**src/rtl/cordic_rr_scheduler_if.sv**
```systemverilog
// cordic_rr_scheduler_if: requester-side and core-side signals of the CORDIC round-robin scheduler
interface cordic_rr_scheduler_if #(
    parameter int WIDTH = 31,
    parameter int N_REQ = 4
);
    logic [N_REQ-1:0]           req_valid;
    logic [N_REQ*(WIDTH+1)-1:0] req_x;
    logic [N_REQ*(WIDTH+1)-1:0] req_y;
    logic [N_REQ-1:0]           req_ready;
    logic [N_REQ-1:0]           resp_valid;
    logic signed [WIDTH:0]      resp_radius;
    logic signed [8:0]          resp_angle;
    logic                       resp_err;
    logic                       core_in_valid;
    logic signed [WIDTH:0]      core_x;
    logic signed [WIDTH:0]      core_y;
    logic                       core_out_valid;
    logic signed [WIDTH:0]      core_radius;
    logic signed [8:0]          core_angle;
    logic                       busy;
    logic [2:0]                 grant_id;

    modport slave (
        input  req_valid, req_x, req_y, core_out_valid, core_radius, core_angle,
        output req_ready, resp_valid, resp_radius, resp_angle, resp_err,
               core_in_valid, core_x, core_y, busy, grant_id
    );

    modport master (
        output req_valid, req_x, req_y, core_out_valid, core_radius, core_angle,
        input  req_ready, resp_valid, resp_radius, resp_angle, resp_err,
               core_in_valid, core_x, core_y, busy, grant_id
    );
endinterface

```
**src/rtl/cordic_rr_scheduler.sv**
```systemverilog
// cordic_rr_scheduler: round-robin sharing of one non-pipelined CORDIC vectoring core among N_REQ requesters
// Optional feature: define CORDIC_SCHED_TIMEOUT_EN to add a WAIT timeout that returns an error response.
module cordic_rr_scheduler #(
    parameter int WIDTH   = 31,
    parameter int N_REQ   = 4,
    parameter int TIMEOUT = 64
) (
    input logic clk,
    input logic rst,
    cordic_rr_scheduler_if.slave bus
);
    typedef enum logic [1:0] {IDLE, ISSUE, WAIT, RESP} state_t;

    state_t                state, state_n;
    logic [2:0]            ptr, win;
    logic [2*N_REQ-1:0]    dbl;
    logic [N_REQ-1:0]      rot;
    int                    off;
    logic signed [WIDTH:0] x_sel, y_sel;
    logic                  timeout, accept, done;

`ifdef CORDIC_SCHED_TIMEOUT_EN
    logic [7:0] cnt;
    assign timeout = state == WAIT && cnt + 8'd1 == 8'(TIMEOUT - 1);
    // Count WAIT cycles; cleared while issuing so each job gets a fresh budget
    always_ff @(posedge clk) begin
        cnt <= (rst || state == ISSUE) ? '0 : (state == WAIT ? cnt + 8'd1 : cnt);
    end
`else
    assign timeout = 1'b0;
`endif

    assign accept = state == IDLE && |bus.req_valid;
    assign done   = state == WAIT && (bus.core_out_valid || timeout);

    // Rotate requests so ptr sits at bit 0, take the lowest set bit, then map back and select its operands
    always_comb begin
        dbl = {bus.req_valid, bus.req_valid} >> ptr;
        rot = dbl[N_REQ-1:0];
        off = 0;
        for (int k = N_REQ - 1; k >= 0; k--)
            if (rot[k]) off = k;
        win = 3'((int'(ptr) + off) % N_REQ);
        x_sel = '0;
        y_sel = '0;
        for (int i = 0; i < N_REQ; i++)
            if (win == 3'(i)) begin
                x_sel = bus.req_x[i*(WIDTH+1) +: WIDTH+1];
                y_sel = bus.req_y[i*(WIDTH+1) +: WIDTH+1];
            end
    end

    // Next-state logic; ISSUE and RESP each last exactly one cycle
    always_comb begin
        state_n = state;
        case (state)
            IDLE:    state_n = accept ? ISSUE : IDLE;
            ISSUE:   state_n = WAIT;
            WAIT:    state_n = done ? RESP : WAIT;
            default: state_n = IDLE;
        endcase
    end

    // State and registered outputs; outputs are loaded one cycle ahead so they line up with the state they belong to
    always_ff @(posedge clk) begin
        if (rst) begin
            state           <= IDLE;
            ptr             <= '0;
            bus.grant_id    <= '0;
            bus.req_ready   <= '0;
            bus.resp_valid  <= '0;
            bus.resp_radius <= '0;
            bus.resp_angle  <= '0;
            bus.resp_err    <= 1'b0;
            bus.core_in_valid <= 1'b0;
            bus.core_x      <= '0;
            bus.core_y      <= '0;
            bus.busy        <= 1'b0;
        end else begin
            state             <= state_n;
            bus.busy          <= state_n != IDLE;
            bus.core_in_valid <= accept;
            bus.core_x        <= accept ? x_sel : '0;
            bus.core_y        <= accept ? y_sel : '0;
            bus.req_ready     <= accept ? N_REQ'(1) << win : '0;
            bus.grant_id      <= accept ? win : bus.grant_id;
            bus.resp_valid    <= done ? N_REQ'(1) << bus.grant_id : '0;
            if (done) begin
                bus.resp_radius <= bus.core_out_valid ? bus.core_radius : '0;
                bus.resp_angle  <= bus.core_out_valid ? bus.core_angle : '0;
                bus.resp_err    <= !bus.core_out_valid;
            end
            if (state == RESP)
                ptr <= (int'(bus.grant_id) == N_REQ - 1) ? '0 : bus.grant_id + 3'd1;
        end
    end
endmodule

```
**src/flat_wrapper.sv**
```systemverilog
// flat-port wrapper written by rule: the top's interface ports become plain ports
module cordic_rr_scheduler_flat 
#(
    parameter int WIDTH   = 31,
    parameter int N_REQ   = 4,
    parameter int TIMEOUT = 64
)
  (clk, rst, bus_req_valid, bus_req_x, bus_req_y, bus_core_out_valid, bus_core_radius, bus_core_angle, bus_req_ready, bus_resp_valid, bus_resp_radius, bus_resp_angle, bus_resp_err, bus_core_in_valid, bus_core_x, bus_core_y, bus_busy, bus_grant_id);
  cordic_rr_scheduler_if #(.WIDTH(WIDTH), .N_REQ(N_REQ)) bus_i ();
  input logic clk;
  input logic rst;
  input wire logic [$bits(bus_i.req_valid)-1:0] bus_req_valid;
  input wire logic [$bits(bus_i.req_x)-1:0] bus_req_x;
  input wire logic [$bits(bus_i.req_y)-1:0] bus_req_y;
  input wire logic [$bits(bus_i.core_out_valid)-1:0] bus_core_out_valid;
  input wire logic [$bits(bus_i.core_radius)-1:0] bus_core_radius;
  input wire logic [$bits(bus_i.core_angle)-1:0] bus_core_angle;
  output wire logic [$bits(bus_i.req_ready)-1:0] bus_req_ready;
  output wire logic [$bits(bus_i.resp_valid)-1:0] bus_resp_valid;
  output wire logic [$bits(bus_i.resp_radius)-1:0] bus_resp_radius;
  output wire logic [$bits(bus_i.resp_angle)-1:0] bus_resp_angle;
  output wire logic [$bits(bus_i.resp_err)-1:0] bus_resp_err;
  output wire logic [$bits(bus_i.core_in_valid)-1:0] bus_core_in_valid;
  output wire logic [$bits(bus_i.core_x)-1:0] bus_core_x;
  output wire logic [$bits(bus_i.core_y)-1:0] bus_core_y;
  output wire logic [$bits(bus_i.busy)-1:0] bus_busy;
  output wire logic [$bits(bus_i.grant_id)-1:0] bus_grant_id;
  assign bus_i.req_valid = bus_req_valid;
  assign bus_i.req_x = bus_req_x;
  assign bus_i.req_y = bus_req_y;
  assign bus_i.core_out_valid = bus_core_out_valid;
  assign bus_i.core_radius = bus_core_radius;
  assign bus_i.core_angle = bus_core_angle;
  assign bus_req_ready = bus_i.req_ready;
  assign bus_resp_valid = bus_i.resp_valid;
  assign bus_resp_radius = bus_i.resp_radius;
  assign bus_resp_angle = bus_i.resp_angle;
  assign bus_resp_err = bus_i.resp_err;
  assign bus_core_in_valid = bus_i.core_in_valid;
  assign bus_core_x = bus_i.core_x;
  assign bus_core_y = bus_i.core_y;
  assign bus_busy = bus_i.busy;
  assign bus_grant_id = bus_i.grant_id;
  cordic_rr_scheduler #(.WIDTH(WIDTH), .N_REQ(N_REQ), .TIMEOUT(TIMEOUT)) u_core (.clk(clk), .rst(rst), .bus(bus_i));
endmodule
```
**config.mk**
```make
export PLATFORM = sky130hd
export DESIGN_NAME = cordic_rr_scheduler_flat
export DESIGN_NICKNAME = d
export VERILOG_FILES = /design/src/rtl/cordic_rr_scheduler_if.sv /design/src/rtl/cordic_rr_scheduler.sv /design/src/flat_wrapper.sv
export SDC_FILE = /design/constraint.sdc
export NUM_CORES = 1
export LEC_CHECK = 0
export BUFFER_PORTS_ARGS = -buffer_cell sky130_fd_sc_hd__buf_2
export CORE_AREA = 2 2 166 168
export DETAILED_ROUTE_END_ITERATION = 8
export DIE_AREA = 0 0 168 170
export GPL_TIMING_DRIVEN = 1
export PLACE_DENSITY = 0.47
export SYNTH_ARGS = -nofsm -noshare
export SYNTH_HDL_FRONTEND = slang
export SYNTH_SLANG_ARGS = --single-unit
```
**constraint.sdc**
```tcl
create_clock -name clk -period 5.9 [get_ports clk]
set_input_delay 0.885 -clock clk [delete_from_list [all_inputs] [get_ports clk]]
set_output_delay 0.885 -clock clk [all_outputs]
set_load 0.005 [all_outputs]
```
==> metrics.txt <==
status finished, final reports clean; Seq/Total Area, Yosys 46.19%; num ports 423; GRT Util Overall 15.00%; Max clock buf depth 2; Synth Flop Type dfxtp_1; Final HPWL DP 16,840 um; Final Instance Area 0.008314 mm2; CTS Buf Count 17; highest-delay cell along the critical path buf_4; Mapped Nets 911; Final Max Tran Viols 0; Fmax achieved 0.3020 GHz; Core ar. 0.02665 mm2; CP Data Required Time 6220 ps; TritonRoute pass-1 iters 4; top cells by area, synth dfxtp_1 (46%), mux2i_1 (12%), nand2_1 (10%); Worst VDD drop 136.3 uV; area of the die 0.02856 mm2; H-Tree Depth 4; final setup vio count 0; Post-Synthesis Cell Area 0.005288 mm2; WL/cell 16.24 um; via/cell ratio 4.303; metal1 wirelength 8816 um; crit path max fanout 59; Pint 2.029 mW; Rel. slew slack 31.56%; layout cells sized above 1 46.75%; Max stage delay on crit path 550 ps; layout net count 1,310; cts hold-fix bufs 0; Clk Latency, worst-skew pair 420 ps; Vias 5,835; crit share post-route 56.12%; Root Driver clkbuf_16; Least-Margin Pin Slew 1027 ps; post-synth top area share 46.19%; clk slew on worst S/H paths 60 ps; routability cong. 0.7882; CTS tree done; Starting Density 19.84%; leakage 3.859 nW; Final Critical Period 3311 ps; met3 routed WL 1944 um; Comb power frac 29.1%; post-CTS setup repair buffer count 0; area added between synthesis and finish 57.24%; Final ANT Viol Nets 0; clk sinks 122; Sw Pwr 963.6 uW; global-route wire length before repair 33,090 um; port bufs 421; Setup TNS 0 ps; largest net degree at the start of global routing 76; Final Util 31.20%; Sw Share 32.20%; Worst Clk Skew 12.31 ps; Post-synth EDFFs 0; Clk network pwr share 35.6%; leading area contributor after synthesis dfxtp_1; yosys warns 0; Pwr Density 359.9 mW/mm2; die width 168 um; commonest cells in the netlist nand2_1 (147), dfxtp_1 (122), mux2i_1 (63), o211ai_1 (61), nand3_1 (58); crit path kind in -> reg; WP data arrival 3630 ps; asr flop ratio synth 0%; unrepaired setup endpoints after global routing false; library cells used by synthesis 35; CTS resizes 0; critical path cell sequence buf_2 > or4_1 > o2111ai_1 > ha_1 > or3_1 > mux2i_4 > buf_4 > nand2_1 > o211ai_1; overall power 2.992 mW; placed cell area 0.007717 mm2; Cells after Synth 602; initial drt markers 272; critical path startpoint category input pin; vias in the first global route 5,815; Mapped Avg Cell Area 8.783 um2; metal2 WL 10,940 um; Hold Fails Final Rpt 0; Flop pwr share 35.3%; Congestion Overflow GR 0; Site Rows 60; Crit. End Element flop; routed wire length 22,020 um; DR top layer met5; overall die height 170 um; Hold Crit Class reg -> reg; Max Cap Viol 0; post-synthesis register bit count 122; most frequent cell after synthesis nand2_1; Residual DRC 0; initial antenna violation count 2
through the flow:
stage	std cells	worst slack (ps)	hold slack, ps
final	1356	2589	450.7
after global routing	1356	2371	464.4
after CTS	1355	2572	452.0
after detailed placement	1323	2118	444.1
after global placement	1323	2159	438.5
after floorplan	602	2575	452.7
worst paths after layout:
| kind | startpoint | end | slack, ps | depth (start not counted) |
|---|---|---|---|---|
| hold / removal | u_core.bus.resp_radius[31] | u_core.bus.resp_radius[31] | 450 | 2 |
| setup reg to reg | u_core.ptr[0] | u_core.bus.core_x[1] | 2760 | 8 |
| setup / recovery | bus_req_valid[0] | u_core.bus.core_x[1] | 2590 | 9 |
| hold reg to reg | u_core.bus.resp_radius[31] | u_core.bus.resp_radius[31] | 450 | 2 |
layout make-up:
type                       count  area (um2)
multi-input combinational    427        2654
antenna                        1       2.502
timing repair buffer         429        2180
inverter                       4       15.01
sequential                   122        2442
clock buffer                  19       452.9
clock inverter                13       141.4
tap                          341       426.7
fill                        2888       18340
power groups by stage:
stage | combinational (mW) | clock (mW) | sequential [mW]
final | 0.871 | 1.07 | 1.06
after floorplan | 0.458 | 0 | 1.08
after CTS | 0.895 | 1.11 | 1.06
after detailed placement | 0.894 | 0 | 1.07
after global placement | 0.893 | 0 | 1.08
after global routing | 0.967 | 1.14 | 1.07
cell families (layout without fill, tap and decap cells):
family,Yosys count,count (layout),share of synthesized area (%)
flip-flops,122,122,46.19
AO/OA/AOI/OAI,112,112,14.06
other,1,2,0.07092
multiplexers,69,69,14.48
AND/OR/NAND/NOR,238,238,19.29
buffers and inverters,53,465,4.259
XOR/XNOR,2,2,0.4734
adder cells (fa/ha/maj),5,5,1.183
layer usage:
metal	GRT usage (%)	vias to the layer above
met2	26.63	260
met3	5.488	22
met5	0	-
li1	-	2901
met1	16.74	2650
met4	4.650	2
cells in the final DEF (no fill, tap or decap), types with 2 or more instances in the layout:
| master | instances |
|---|---|
| buf_2 | 421 |
| nand2_1 | 146 |
| dfxtp_1 | 122 |
| mux2i_1 | 62 |
| o211ai_1 | 61 |
| nand3_1 | 58 |
| a21oi_1 | 42 |
| clkbuf_16 | 17 |
| nor2_1 | 13 |
| and2_1 | 7 |
| buf_4 | 7 |
| mux4_2 | 6 |
| ha_1 | 5 |
| inv_1 | 4 |
| nor2b_1 | 3 |
| inv_6 | 3 |
| clkinvlp_4 | 3 |
| clkinv_2 | 3 |
| nor3b_1 | 2 |
| o21ai_0 | 2 |
| o21a_1 | 2 |
| clkbuf_8 | 2 |
| clkinv_4 | 2 |
| bufinv_16 | 2 |
registers in the layout, indices dropped and copies added, names as in the netlist, 2 cells and up:
signal,flops
u_core.bus.core_x,32
u_core.bus.core_y,32
u_core.bus.grant_id,2
u_core.bus.req_ready,4
u_core.bus.resp_angle,9
u_core.bus.resp_radius,32
u_core.bus.resp_valid,4
u_core.ptr,2
u_core.state,2
worst max-delay path: cells and delay by family:
kind / cells / cell delay [ps]
buffers and inverters: 2 / 700
adders and majority gates: 1 / 460
and+or+nand+nor: 3 / 1130
muxes: 1 / 140
AOI/OAI and AO/OA: 2 / 230
No activity file was read; power rests on OpenSTA's default activity.
